File: config.mk
export PLATFORM = sky130hd
export DESIGN_NAME = fsm_input_conditioner
export DESIGN_NICKNAME = d
export VERILOG_FILES = /design/src/rtl/fsm_input_conditioner.sv
export SDC_FILE = /design/constraint.sdc
export NUM_CORES = 1
export LEC_CHECK = 0
export CAP_MARGIN = 20
export CORE_MARGIN = 3
export CORE_UTILIZATION = 35
export DETAILED_ROUTE_END_ITERATION = 6
export PLACE_DENSITY = 0.67
export SYNTH_ARGS = -nofsm -noshare
export SYNTH_HDL_FRONTEND = slang
export SYNTH_SLANG_ARGS = --single-unit
export TNS_END_PERCENT = 50
File: constraint.sdc
create_clock -name CLK -period 1.2 [get_ports CLK]
set_input_delay 0.3 -clock CLK [delete_from_list [all_inputs] [get_ports CLK]]
set_output_delay 0.3 -clock CLK [all_outputs]
set_load 0.03 [all_outputs]
File: src/rtl/fsm_input_conditioner.sv
// Input conditioner for the FSM's X and Y buttons.
// Each channel: 2-flop synchronizer -> counter debouncer -> rising-edge pulse.
// Channel 0 is X, channel 1 is Y; the channels share no state.
module fsm_input_conditioner #(
  parameter int DB_CYCLES = 4,
  parameter int CNT_W     = $clog2(DB_CYCLES + 1)
) (
  input  logic CLK,
  input  logic RST_N,
  input  logic X_RAW,
  input  logic Y_RAW,
  output logic X,
  output logic Y,
  output logic X_LVL,
  output logic Y_LVL
);

  // Last count value before a differing level is accepted.
  localparam logic [CNT_W-1:0] CNT_MAX = CNT_W'(DB_CYCLES - 1);

  logic [1:0]            s1_q, s1_d;
  logic [1:0]            s2_q, s2_d;
  logic [1:0]            lvl_q, lvl_d;
  logic [1:0]            pulse_q, pulse_d;
  logic [1:0][CNT_W-1:0] cnt_q, cnt_d;

  // Synchronizer chain: only s2 feeds the debouncer.
  always_comb begin
    s1_d = {Y_RAW, X_RAW};
    s2_d = s1_q;
  end

  // Debounce: any agreement between s2 and the accepted level restarts the window.
  always_comb begin
    lvl_d   = lvl_q;
    cnt_d   = '0;
    pulse_d = '0;
    for (int i = 0; i < 2; i++) begin
      if (s2_q[i] == lvl_q[i]) begin
        cnt_d[i] = '0;
      end else if (cnt_q[i] == CNT_MAX) begin
        lvl_d[i]   = s2_q[i];
        // Only a 0->1 acceptance produces a pulse; releases are silent.
        pulse_d[i] = s2_q[i];
      end else begin
        cnt_d[i] = cnt_q[i] + CNT_W'(1);
      end
    end
  end

  // State register; reset clears everything at once.
  always_ff @(posedge CLK or negedge RST_N) begin
    if (!RST_N) begin
      s1_q    <= '0;
      s2_q    <= '0;
      lvl_q   <= '0;
      pulse_q <= '0;
      cnt_q   <= '0;
    end else begin
      s1_q    <= s1_d;
      s2_q    <= s2_d;
      lvl_q   <= lvl_d;
      pulse_q <= pulse_d;
      cnt_q   <= cnt_d;
    end
  end

  assign X     = pulse_q[0];
  assign Y     = pulse_q[1];
  assign X_LVL = lvl_q[0];
  assign Y_LVL = lvl_q[1];

endmodule

Word-level counts from Yosys, hierarchy flattened:

Cells that the tools add are included.

* logic and storage cells: 25
* bits in latches: 0
* memories: 0
* memory bits (writable): 0
* ROM bits: 0
* register bits: 14
* input port bits: 4
* output and inout port bits: 4

* reductions and logical operators: 2
* muxes and demuxes: 8
* equality and inequality tests: 4
* shift-type cells: 0
* div/mod/pow operators: 0
* add/subtract/negate cells: 2
* $lt $le $gt $ge: 0
* multipliers: 0
* bitwise logic cells: 2

Operators by type and width (count)
* 2-to-1 mux 3 bit: 4
* adder 3 x 1 -> 3 bit (second input constant): 2
* == test 3 x 2 -> 1 bit (second input constant): 2
* 2-to-1 mux 1 bit: 4
* AND reduction 2 bit: 2
* == test 1 bit: 2
* inverter 1 bit: 2

Depth between registers and ports, before layout:

Gate-level depths: netlist (run 1).

* depth in word-level cells: 3
* mapped depth: 3
* mapped depth without buffers: 3

Worst setup path after synthesis (run 1):

OpenSTA, ideal clock, no wires.

* path type: reg2reg
* from: register cnt_q[0] (netlist bit)
* to: register lvl_q[0]
* data required time: 1072 ps
* arrival: 996 ps
* slack: 77 ps
* clock period less this slack: 1123 ps
* path buffers: 0
* stages on the path, launching flop included: 4
* path through: dfrtp_1 ha_1 nor2b_4 mux2_1

* cells in the longest elaborated chain, start to end: 2

RTL lines
* start, declared: RTL line 25 `logic [1:0][CNT_W-1:0] cnt_q, cnt_d;`
* start signal, assigned: RTL line 64 `cnt_q <= cnt_d;`
* == test 3 x 2 -> 1 bit: RTL line 41 `end else if (cnt_q[i] == CNT_MAX) begin`
* AND reduction 2 bit (no source line)
* end signal, assigned: RTL line 62 `lvl_q <= lvl_d;`
* end, declared: RTL line 23 `logic [1:0] lvl_q, lvl_d;`

No other way between the ends.
A chain may end at the register's enable or synchronous reset.

Worst setup path after layout (run 1):

* from: register lvl_q[0]
* to: output X_LVL

RTL lines
* end, declared: RTL line 14 `output logic X_LVL,`

No word-level cell between the ends.

==> results of run 1 <==
logic make-up (layout without fill, tap and decap cells):
group / Yosys count / in the layout / synth area share, %
adders and majority gates: 2 / 2 / 4.784
buffers and inverters: 0 / 16 / 0
muxes: 2 / 2 / 4.306
and+or+nand+nor: 10 / 10 / 20.58
xor gates and xnor gates: 2 / 2 / 3.350
DFF: 14 / 14 / 66.99
layout by cell type, fill, tap and decap left out, drive strengths merged:
cell type / instances
xnor2: 2
clkdlybuf4s50: 3
ha: 2
dfrtp: 14
buf: 9
nor3: 2
clkbuf: 4
nor2b: 2
and3b: 2
nor3b: 4
mux2: 2
layout make-up:
class	instances	area [um^2]	share of cell area [%]
Multi-Input combinational cell	16	181.4	26.36
Clock buffer	4	36.28	5.273
Timing Repair Buffer	12	101.3	14.73
Tap cell	15	18.77	2.727
Sequential cell	14	350.3	50.91
power groups by stage:
| stage | logic (mW) | clock network (mW) | registers (mW) |
|---|---|---|---|
| 5_1_grt | 0.540 | 0.355 | 0.654 |
| 3_5_place_dp | 0.414 | 0 | 0.651 |
| 2_1_floorplan | 0.213 | 0 | 0.711 |
| 4_1_cts | 0.443 | 0.336 | 0.643 |
| 6_report | 0.492 | 0.320 | 0.641 |
| 3_3_place_gp | 0.392 | 0 | 0.635 |
per-layer routing:
layer	wire [um]	vias to the layer above	track usage (%)	share of wire [%]
met5	0	-	0	0
met4	0	0	5.422	0
met3	28	0	4.878	3.9
met2	359	5	13.47	50
met1	334	143	10.80	46
li1	-	136	-	-
what timing repair did:
| action | in CTS | in global routing |
|---|---|---|
| endpoints found under the setup margin | 2 | 5 |
| buffers inserted | 1 | 3 |
| pin swaps | 1 | 1 |
| gates resized for setup | 3 | 1 |
final timing paths:
kind	startpoint	end	slack, ns	cells past startpoint
hold reg to reg	s1_q[1]	s2_q[1]	0.36	0
setup / recovery	lvl_q[0]	X_LVL	0.04	1
min in group CLK	s1_q[1]	s2_q[1]	0.36	0
max in group asynchronous	RST_N	lvl_q[1]	0.72	2
hold / removal	RST_N	s2_q[0]	0.32	2
setup reg to reg	cnt_q[0]	pulse_q[0]	0.05	4
synth_stat cells, drive strengths merged:
cell type / instances / area share (%)
mux2: 2 / 4.3
nor2b: 2 / 5.3
and3b: 2 / 3.8
ha: 2 / 4.8
xnor2: 2 / 3.3
dfrtp: 14 / 67
nor3b: 4 / 9.6
nor3: 2 / 1.9
through the flow:
stage | cells | setup WS [ns] | instance area (um^2) | power [mW]
6_report | 61 | 0.03610 | 688.2 | 1.454
5_1_grt | 61 | -0.004784 | 688.2 | 1.549
4_1_cts | 58 | 0.01194 | 661.9 | 1.423
3_5_place_dp | 53 | 0.003341 | 609.3 | 1.065
3_3_place_gp | 53 | 0.04548 | 609.3 | 1.027
2_1_floorplan | 30 | 0.07667 | 523.0 | 0.9234
registers in the layout (all words and copies together) (netlist names):
| name | cells |
|---|---|
| lvl_q | 2 |
| s2_q | 2 |
| s1_q | 2 |
| pulse_q | 2 |
| cnt_q | 6 |
==> impl_results.md, run 1 <==
* Status: complete, no violations
* DIE AREA at 0.001994 mm^2
* P_sw at 0.4309 mW
* Clock transition at the registers of the reported paths at 0.08 ns
* Sw frac at 29.63%
* Min-delay worst type: input pin to asynchronous set/reset pin
* Final Skew at 0.002558 ns
* Max VDD drop at 1.002 mV
* Max clock buf depth at 2
* Ys Warns at 0
* Sequential-to-total area share from yosys stat at 66.99%
* Filler Cell Count at 118
* Slowest-stage cell, CP: dfrtp_1
* RSZ-0062 raised after global routing: yes
* Initial core utilization at 38.74%
* Synthesis-stage register bit count at 14
* Worst slew margin at 74.23%
* # port buffers at 7
* Core area at 0.001350 mm^2
* Sequential fraction of design power at 44.1%
* Synth Instances at 30
* Routability cong. at 0.5900
* Clock Power Share at 22.0%
* CP delay by family, top: flip-flops
* Crit Path Class: register to output port
* Syn nets at 36
* Pin count of the biggest net entering global routing at 15
* Pleak at 0.3277 nW
* Slew @ Worst Pin at 0.3837 ns
* Tcrit/Tclk final at 96.99%
* Internal at 1.023 mW
* Die H at 44.66 um
* Worst skew pair latency at 0.27 ns
* Clock sinks at 14
* Initial antenna violation count at 0
* Crit path capture type: output port
* All-layer global routing usage at 9.283%
* Synth unique cells at 8
* CTS tree: yes
* Final core utilization at 50.97%
* # IOs at 8
* CP max stage delay at 0.42 ns
* Cell Chain, Critical Path: buf_4
* Synthesized area per cell at 17.43 um^2
* Max-cap violations at 0
* Vias in the first global route at 322
* Setup violators final at 0
* Area growth from synthesis to layout at 31.58%
* # rows at 13
* Post-synthesis instance area at 523.0 um^2
* Crit-path max FO at 4
* First-pass GRT wire length at 1283 um
* Via density at 4.656
* Post-route ant nets at 0
* # DRC at 0
* Avg WL per Cell at 11.84 um
* Initial DRC Count at 2
* Slew Limit Fails at 0
* Data arrival time of the critical path at 0.86 ns
* Via count at 284
* Root Buffer: clkbuf_4
* Required time worst endpoint at 0.90 ns
* Fin. Hold Viols at 0
* Fmax achieved at 0.8592 GHz
* Critical path startpoint category: register
* Buf/Inv on CP at 1
* Ratio of total power to cell area at 2113 mW/mm^2
* Die X at 44.66 um
* Ant. Diodes at 0
* GR Overflow Total at 0
* Htree depth at 1
* WL final at 722 um
* Post-route minimum period at 1.164 ns
* Logic pwr share at 33.9%
* Number of iterations in the first detailed-routing pass at 2
* Layout cells sized above 1 at 52.17%
* Sum Neg Setup Slack at 0 ns
* WHS at 0.3223 ns
* Cts bufs inserted at 3
* Layout Nets at 53
* CTS Hold Bufs at 0
Note: power is estimated with default switching activity, not from simulation.
==> inputs of run 2 (changes only) <==
--- a/config.mk
+++ b/config.mk
@@ -9,7 +9,7 @@
 export CORE_MARGIN = 3
 export CORE_UTILIZATION = 35
 export DETAILED_ROUTE_END_ITERATION = 6
-export PLACE_DENSITY = 0.67
+export PLACE_DENSITY = 0.69
 export SYNTH_ARGS = -nofsm -noshare
 export SYNTH_HDL_FRONTEND = slang
 export SYNTH_SLANG_ARGS = --single-unit
==> constraint.sdc (replaced) <==
create_clock -name CLK -period 0.98 [get_ports CLK]
set_input_delay 0.245 -clock CLK [delete_from_list [all_inputs] [get_ports CLK]]
set_output_delay 0.245 -clock CLK [all_outputs]
set_load 0.03 [all_outputs]
==> run 2 against run 1 <==
  * Clock power increased by 28%
  * Critical endpoint is now lvl_q[1]
  * Clock skew decreased by 0.0021 ns
  * The run now ends with negative setup slack left
  * Register-to-register slack got worse by 0.19 ns
  * Critical path depth is 2 higher
  * Largest cell class unchanged
  * Cell area up 15%
  * Global-route usage rose by 2.3 points
==> impl_results.md, run 2 (synthesized netlist as in run 1, its figures left out) <==
* Non-filler instance count after layout at 67 (+9.8%)
* Root Buffer: clkbuf_4
* Max-cap violations at 0 (unchanged)
* Post-route ant nets at 0 (unchanged)
* Slew @ Worst Pin at 0.2484 ns (-0.1354 ns)
* Layout Nets at 59 (+11%)
* Cell Chain, Critical Path: ha_2 > nor2b_4 > mux2_4
* Max clock buf depth at 2 (unchanged)
* Required time worst endpoint at 1.15 ns (+0.25 ns)
* Tcrit/Tclk final at 114.0%
* CTS Hold Bufs at 0 (unchanged)
* Clock sinks at 14 (unchanged)
* Area growth from synthesis to layout at 51.20%
* Number of iterations in the first detailed-routing pass at 4 (+2)
* Cts bufs inserted at 3 (unchanged)
* Pin count of the biggest net entering global routing at 15 (unchanged)
* Worst slew margin at 83.36% (+9.1 points)
* Status: complete, but fails checks
* Slew Limit Fails at 0 (unchanged)
* First-pass GRT wire length at 1593 um (+24%)
* All-layer global routing usage at 11.59% (+2.3 points)
* # port buffers at 7 (unchanged)
* Via density at 4.716 (+1.3%)
* Die X at 44.66 um (unchanged)
* Htree depth at 1 (unchanged)
* CP delay by family, top: flip-flops
* FF-to-FF Start: cnt_q[3]
* FF-to-FF setup slack at -0.14 ns (-0.19 ns)
* DP Wirelength at 658.5 um
* Post-route minimum period at 1.117 ns
* Largest register FFs at 6 (unchanged)
* RSZ-0062 raised after global routing: yes
* Initial core utilization at 38.74% (unchanged)
* Dpl cells at 57 (+7.5%)
* Critical R2R Capture: lvl_q[1]
* Data arrival time of the critical path at 1.28 ns (+0.42 ns)
* Layout cells sized above 1 at 67.31% (+15 points)
* Clock transition at the registers of the reported paths at 0.08 ns (about the same)
* Die H at 44.66 um (unchanged)
* Fmax achieved at 0.8953 GHz
* Sum Neg Setup Slack at -0.8618 ns (-0.8618 ns)
* WHS at 0.2628 ns (-0.05951 ns)
* Max VDD drop at 1.328 mV (+33%)
* Ant. Diodes at 0 (unchanged)
* Critical path startpoint category: register
* Pre-CTS setup slack at -0.1436 ns (-0.1470 ns)
* Initial antenna violation count at 0 (unchanged)
* Buf/Inv on CP at 0 (-1)
* Crit-path max FO at 3 (-1)
* Avg WL per Cell at 13.33 um (+13%)
* Filler Cell Count at 95 (-19%)
* Vias in the first global route at 352 (+9.3%)
* Crit path capture type: register
* Min-delay worst type: input pin to asynchronous set/reset pin
* Pleak at 0.3798 nW (+16%)
* Worst skew pair latency at 0.27 ns (about the same)
* Largest Register: cnt_q
* Crit Path Class: register to register
* # rows at 13 (unchanged)
* Core area at 0.001350 mm^2 (unchanged)
* Most frequent cells in the layout: dfrtp_1 (14), buf_4 (11), nor3b_2 (4), buf_6 (4)
* DIE AREA at 0.001994 mm^2 (unchanged)
* Final worst slack at -0.1370 ns (-0.1731 ns)
* GR Overflow Total at 0 (unchanged)
* Worst reg2reg path depth at 3 (-1)
* CTS tree: yes
* # IOs at 8 (unchanged)
* Most common cell after layout, fill and taps aside: dfrtp_1
* Via count at 316 (+11%)
* Ratio of total power to cell area at 2688 mW/mm^2 (+27%)
* WL final at 893 um (+24%)
* Failing checks: negative setup slack
* CP max stage delay at 0.36 ns (-0.06 ns)
* Fin. Hold Viols at 0 (unchanged)
* Routability cong. at 0.7127 (+21%)
* # DRC at 0 (unchanged)
* Setup violators final at 13 (+13)
* Final Skew at 0.0004335 ns (-0.002124 ns)
* Slowest-stage cell, CP: dfrtp_1
* Initial DRC Count at 3 (+1)
==> run 2: changes by cell type in the layout (fill, tap and decap cells not counted) <==
cell	change
buf_4	+3
buf_6	+3
mux2_1	-1
mux2_4	+1
nor3_1	-2
nor3_2	+1
nor3_4	+1
xnor2_1	-2
xnor2_2	+1
xnor2_4	+1
==> run 2: worst max path at each step <==
stage,startpoint,end,slack [ns],cells past startpoint
CTS,cnt_q[0],lvl_q[0],-0.14,3
floorplan,cnt_q[0],lvl_q[0],-0.12,3
global placement,cnt_q[0],lvl_q[0],-0.11,3
finish,cnt_q[3],lvl_q[1],-0.14,3
detailed placement,cnt_q[0],lvl_q[0],-0.14,3
global route,cnt_q[0],lvl_q[0],-0.18,3
==> run 2: layout make-up <==
cell class	instances	area (um^2)	share of cell area (%)
Multi-Input combinational cell	16	227.7	28.80
Clock buffer	4	36.28	4.589
Tap cell	15	18.77	2.373
Timing Repair Buffer	18	157.7	19.94
Sequential cell	14	350.3	44.30
==> run 2: metal layers <==
metal | wire [um] | share of wire [%] | GRT usage (%) | vias up
met3 | 44 | 4.9 | 2.846 | 2
met1 | 331 | 37 | 12.69 | 155
met5 | 0 | 0 | 0 | -
li1 | - | - | - | 148
met2 | 503 | 56 | 20.63 | 11
met4 | 14 | 1.6 | 5.422 | 0
==> run 2: power breakdown <==
group          switching (mW)  internal [mW]  total (mW)
sequential             0.0751          0.699       0.774
combinational           0.395          0.548       0.943
clock                   0.183          0.226       0.409
==> run 2: timing repair <==
action / CTS / global route
endpoints found under the setup margin: 12 / 14
resized for setup: 8 / 0
pin swaps: 4 / 0
buffers inserted: 5 / 1
==> run 2: stage by stage <==
step                      total power [mW]  util (%)  instance area [um^2]
after floorplan                      1.220         -                 550.5
after global placement               1.386     49.40                 666.9
after detailed placement             1.441     49.40                 666.9
after CTS                            2.129     58.02                 783.3
after global routing                 2.264     58.57                 790.8
final                                2.125     58.57                 790.8
